## config.mk

```make
export PLATFORM = sky130hd
export DESIGN_NAME = change_dispenser
export DESIGN_NICKNAME = d
export VERILOG_FILES = /design/src/rtl/change_dispenser.sv
export SDC_FILE = /design/constraint.sdc
export NUM_CORES = 1
export LEC_CHECK = 0
export BUFFER_PORTS_ARGS = -buffer_cell sky130_fd_sc_hd__buf_2
export CAP_MARGIN = 20
export CORE_ASPECT_RATIO = 1.1
export CORE_MARGIN = 4
export CORE_UTILIZATION = 57
export CTS_BUF_LIST = sky130_fd_sc_hd__clkbuf_8
export DETAILED_ROUTE_END_ITERATION = 12
export PLACE_DENSITY = 0.91
export SKIP_CTS_REPAIR_TIMING = 1
export SLEW_MARGIN = 40
export SYNTH_ARGS = -nofsm -noshare
export SYNTH_HDL_FRONTEND = slang
export SYNTH_SLANG_ARGS = --single-unit
```

## constraint.sdc

```tcl
create_clock -name clk -period 4.8 [get_ports clk]
set_clock_uncertainty 0.1 [all_clocks]
set_input_delay 0.48 -clock clk [delete_from_list [all_inputs] [get_ports clk]]
set_output_delay 0.48 -clock clk [all_outputs]
set_load 0.01 [all_outputs]
```

## src/rtl/change_dispenser.sv

```systemverilog
// Purchase back-end: releases the product, then pays change greedily in 4/2/1 coins,
// each step through a 4-phase req/ack handshake. Optional macro ACK_TIMEOUT_EN adds a
// per-state ack watchdog with a sticky error flag.
module change_dispenser #(
  parameter int CAMBIO_W    = 5,
  parameter int TIMEOUT_CYC = 255
) (
  input  logic                clk,
  input  logic                rst_n,
  input  logic                listo,
  input  logic [1:0]          producto,
  input  logic [CAMBIO_W-1:0] cambio,
  output logic                busy,
  output logic                vend_req,
  output logic [1:0]          vend_sel,
  input  logic                vend_ack,
  output logic                coin_req,
  output logic [1:0]          coin_sel,
  input  logic                coin_ack,
  output logic                done,
  output logic                error
);
  typedef enum logic [2:0] {IDLE, VEND, VEND_REL, CHANGE, COIN_REL, DONE} state_e;

  state_e              state_q, state_d;
  logic [1:0]          prod_q, prod_d;
  logic [CAMBIO_W-1:0] rem_q, rem_d, coin_val;
  logic                busy_q, busy_d, vend_req_q, vend_req_d, coin_req_q, coin_req_d;
  logic [1:0]          vend_sel_q, vend_sel_d, coin_sel_q, coin_sel_d;
  logic                done_q, done_d;
  logic                timeout, abort;

`ifdef ACK_TIMEOUT_EN
  localparam int CNT_W = $clog2(TIMEOUT_CYC + 1);
  logic [CNT_W-1:0] cnt_q, cnt_d;
  logic             error_q, error_d;

  // Fires on the TIMEOUT_CYC-th cycle spent waiting in the same state.
  assign timeout = (cnt_q == CNT_W'(TIMEOUT_CYC - 1));
  assign error   = error_q;

  always_comb begin
    cnt_d   = '0;
    if (state_d == state_q &&
        (state_q == VEND || state_q == VEND_REL || state_q == CHANGE || state_q == COIN_REL))
      cnt_d = cnt_q + 1'b1;
    error_d = error_q | abort;
  end
`else
  assign timeout = 1'b0;
  assign error   = 1'b0;
`endif

  always_comb begin
    case (coin_sel_q)
      2'b11:   coin_val = CAMBIO_W'(4);
      2'b10:   coin_val = CAMBIO_W'(2);
      default: coin_val = CAMBIO_W'(1);
    endcase
  end

  always_comb begin
    state_d = state_q;
    prod_d  = prod_q;
    rem_d   = rem_q;
    abort   = 1'b0;
    case (state_q)
      IDLE: if (listo && producto != 2'b00) begin
        state_d = VEND;
        prod_d  = producto;
        rem_d   = cambio;
      end
      VEND:
        if (vend_ack)     state_d = VEND_REL;
        else if (timeout) abort   = 1'b1;
      VEND_REL:
        if (!vend_ack)    state_d = (rem_q != '0) ? CHANGE : DONE;
        else if (timeout) abort   = 1'b1;
      CHANGE:
        if (coin_ack) begin
          rem_d   = rem_q - coin_val;
          state_d = COIN_REL;
        end else if (timeout) abort = 1'b1;
      COIN_REL:
        if (!coin_ack)    state_d = (rem_q != '0) ? CHANGE : DONE;
        else if (timeout) abort   = 1'b1;
      DONE:    state_d = IDLE;
      default: state_d = IDLE;
    endcase
    if (abort) begin
      state_d = IDLE;
      rem_d   = '0;
    end

    // Outputs are decoded from the next state so they are registered yet cycle-aligned.
    busy_d     = (state_d != IDLE);
    vend_req_d = (state_d == VEND);
    vend_sel_d = (state_d == VEND) ? prod_d : 2'b00;
    coin_req_d = (state_d == CHANGE);
    coin_sel_d = 2'b00;
    if (state_d == CHANGE) begin
      if (rem_d >= CAMBIO_W'(4))      coin_sel_d = 2'b11;
      else if (rem_d >= CAMBIO_W'(2)) coin_sel_d = 2'b10;
      else                            coin_sel_d = 2'b01;
    end
    done_d = (state_d == DONE);
  end

  always_ff @(posedge clk or negedge rst_n) begin
    if (!rst_n) begin
      state_q    <= IDLE;
      prod_q     <= 2'b00;
      rem_q      <= '0;
      busy_q     <= 1'b0;
      vend_req_q <= 1'b0;
      vend_sel_q <= 2'b00;
      coin_req_q <= 1'b0;
      coin_sel_q <= 2'b00;
      done_q     <= 1'b0;
`ifdef ACK_TIMEOUT_EN
      cnt_q      <= '0;
      error_q    <= 1'b0;
`endif
    end else begin
      state_q    <= state_d;
      prod_q     <= prod_d;
      rem_q      <= rem_d;
      busy_q     <= busy_d;
      vend_req_q <= vend_req_d;
      vend_sel_q <= vend_sel_d;
      coin_req_q <= coin_req_d;
      coin_sel_q <= coin_sel_d;
      done_q     <= done_d;
`ifdef ACK_TIMEOUT_EN
      cnt_q      <= cnt_d;
      error_q    <= error_d;
`endif
    end
  end

  assign busy     = busy_q;
  assign vend_req = vend_req_q;
  assign vend_sel = vend_sel_q;
  assign coin_req = coin_req_q;
  assign coin_sel = coin_sel_q;
  assign done     = done_q;
endmodule

```

==> run_results.csv <==
group,metric,value,unit
detailed_routing,first_iter_violations,24,
synth,synth_top_cell_area_share,42.6,%
timing,holdWs,0.0425,ns
worst_setup_path,regToRegEndpoint,"coin_sel[0]$_DFF_PN0_",
floorplanning,ios,21,
pwr,p_switching,0.336,mW
clock_tree,clock_sinks,18,
timing,rsz0062_at_grt,"no",
status,status,"finished clean",
pwr,p_int,0.449,mW
worst_setup_path,crit_cells,8,
detailed_routing,vias,880,
timing,fmax,436,MHz
synth,yosys_warnings,0,
worst_setup_path,crit_type,"register to register",
global_routing,grt_pass1_wl,3750,um
pwr,p_clk_share,13.2,%
worst_setup_path,path_delay_family,"compound AO/OA/AOI/OAI gates",
timing,finalSetupTns,0,ns
timing,hold_viol,0,
clock_tree,cts_root_buffer,"clkbuf_8",
layout,nFillCells,140,
global_routing,overflow,0,
layout,stdcell_count,142,
pwr,combPwrFrac,49.4,%
pwr,ir_drop,0.419,mV
worst_setup_path,crit_chain,"inv_1 -> ha_1 -> fa_1 -> xor2_1 -> nor2_1 -> a221o_1 -> a2111oi_4 -> a31oi_1",
layout,fin_nets,142,
pwr,power.leakage,0.597,nW
synth,yosys_register_bits,18,
synth,yosys.cell_types.count,46,
worst_setup_path,cpPeakStageDelay,0.41,ns
global_routing,grt_max_degree,19,
flow_run,maxCapViolations,0,
placement,gp_congestion,0.870,
layout,multiInputGateArea,536,um2
floorplanning,core,1780,um2
layout,seqCellArea,450,um2
global_routing,antenna_found_initial,0,
placement,dp.cells,139,
synth,syn_area,1060,um2
clock_tree,clk_latency,0.25,ns
worst_setup_path,r2r_cells,8,
pwr,power.share.switching,42.8,%
synth,synth_top_cell_by_area,"dfrtp_1",
global_routing,track_usage,19.0,%
worst_setup_path,cp_slowest_cell,"fa_1",
worst_setup_path,cp_data_required_time,4.83,ns
worst_setup_path,crit-reg2reg-launch,"rem_q[0]$_DFF_PN0_",
timing,fin_crit_sh,47.7,%
synth,synth_nets,123,
synth,synthArstFlopShare,100,%
layout,antennaDiodeCount,0,
floorplanning,row_count,16,
clock_tree,cts_tree,"built",
worst_setup_path,crit_fanout,4,
clock_tree,cts_buffers,3,
synth,synthTopCellsByArea,"dfrtp_1 43%, inv_1 3.9%, ha_1 3.5%",
worst_setup_path,critPathCaptureType,"register",
pwr,p_per_area,662,nW/um2
detailed_routing,ant_nets,0,
detailed_routing,viasPerCell,6.20,
worst_setup_path,r2r_slack,2.51,ns
detailed_routing,wl,2160,um
clock_tree,clk_path_buf_depth,2,
worst_setup_path,cp-endpoint,"coin_sel[0]$_DFF_PN0_",
synth,syn_avg_cell_area,9.89,um2
detailed_routing,dr.pass1.iters,4,
synth,synth_cells,107,
clock_tree,path_clk_slew,0.07,ns
placement,port_buffers,19,
floorplanning,die_h,53.2,um
global_routing,grt_pass1_vias,812,
synth,ys.flop_type,"dfrtp_1",
floorplanning,die-area,2610,um2
placement,hpwl,1610,um
layout,drive_gt1_share,21.8,%
detailed_routing,wire_per_inst,15.2,um
synth,synth_edf_count,0,
worst_setup_path,arrival,2.32,ns
pwr,power_frac_seq,37.4,%
synth,ys_seq_area_share,42.6,%
hold_path,hold_path_class,"input pin to async pin",
floorplanning,start_util,59.4,%
worst_setup_path,crit_start,"rem_q[0]$_DFF_PN0_",
timing,slew_violations,0,
clock_tree,ctsHtreeMaxLevel,1,
timing,setup_violations,0,
worst_setup_path,crit_buf_inv,1,
layout,syn2layout_area_growth,12.1,%
timing,min_period,2.29,ns
worst_setup_path,cp-start-kind,"register",
detailed_routing,drc,0,
floorplanning,fp.dieW,49.1,um
pwr,power,0.786,mW
-- sequential cells by signal (all words and copies together) (netlist names) --
signal	flops
vend_req	1
coin_sel	2
prod_q	2
busy	1
done	1
coin_req	1
rem_q	5
vend_sel	2
state_q	3
-- kinds of logic (layout without fill, tap and decap cells) --
| kind of cell | Yosys count | after routing | share of synthesized area [%] |
|---|---|---|---|
| other | 1 | 1 | 0.354 |
| multiplexers | 3 | 3 | 3.07 |
| buffers and inverters | 16 | 33 | 6.85 |
| adder cells (fa/ha/maj) | 4 | 4 | 5.44 |
| XOR/XNOR | 2 | 2 | 1.66 |
| flip-flops | 18 | 18 | 42.6 |
| AND/OR/NAND/NOR | 36 | 36 | 18.9 |
| AO/OA/AOI/OAI | 27 | 27 | 21.2 |
-- per-layer routing --
metal,up-vias,track usage [%],part of all wire (%)
met5,-,0,0
met4,0,7.11,1.4
met3,5,2.82,8.0
met2,47,31.9,51
met1,412,25.0,40
li1,416,-,-
-- cell type report --
| type | count | share of cell area (%) |
|---|---|---|
| inverters | 11 | 3.48 |
| multi-input cells | 73 | 45.1 |
| clock buffers | 3 | 3.48 |
| flip-flops and latches | 18 | 38.0 |
| well taps | 18 | 1.90 |
| repair buffers | 19 | 8.02 |
-- metrics by stage --
step / area [um2] / utilization, % / setup slack [ns]
6_report: 1190 / 66.6 / 2.51
3_5_place_dp: 1140 / 64.3 / 2.57
3_3_place_gp: 1140 / 64.3 / 2.63
4_1_cts: 1190 / 66.6 / 2.51
5_1_grt: 1190 / 66.6 / 2.36
2_1_floorplan: 1060 / - / 2.65
-- synthesized netlist by cell type, drive strengths merged, types with 2 or more instances --
master   number
a31oi         3
ha            3
dfrtp        18
a211o         2
a21oi         3
nor2          6
mux2          2
o31ai         2
and3          2
a2111oi       2
o21ai         5
nor3          2
and2          2
buf           4
nand2        10
nand2b        3
nand3b        2
o211a         2
nand4b        2
inv          11
-- worst min-delay path by stage --
stage,from,endpoint,cells after the start
final,rst_n,busy$_DFF_PN0_,1
after global placement,rst_n,busy$_DFF_PN0_,1
after floorplan,rst_n,busy$_DFF_PN0_,0
after CTS,rst_n,busy$_DFF_PN0_,1
after detailed placement,rst_n,busy$_DFF_PN0_,1
after global routing,rst_n,busy$_DFF_PN0_,1
-- cells in the final DEF, fill, tap and decap left out, types with 3 or more instances in the layout --
cell type	Yosys	layout
buf_2	1	19
a31oi_1	3	3
nor2_1	6	6
dfrtp_1	18	18
clkbuf_8	0	3
a21oi_1	3	3
o21ai_0	5	5
nand2b_1	3	3
inv_1	11	11
ha_1	3	3
nand2_1	10	10
-- power by group through the flow --
stage | Combinational, mW | Sequential [mW] | Clock, mW
3_3_place_gp | 0.369 | 0.290 | 0
6_report | 0.388 | 0.294 | 0.104
3_5_place_dp | 0.382 | 0.293 | 0
4_1_cts | 0.390 | 0.291 | 0.104
5_1_grt | 0.436 | 0.305 | 0.113
2_1_floorplan | 0.310 | 0.271 | 0
Power figures use the tool's default switching activity.
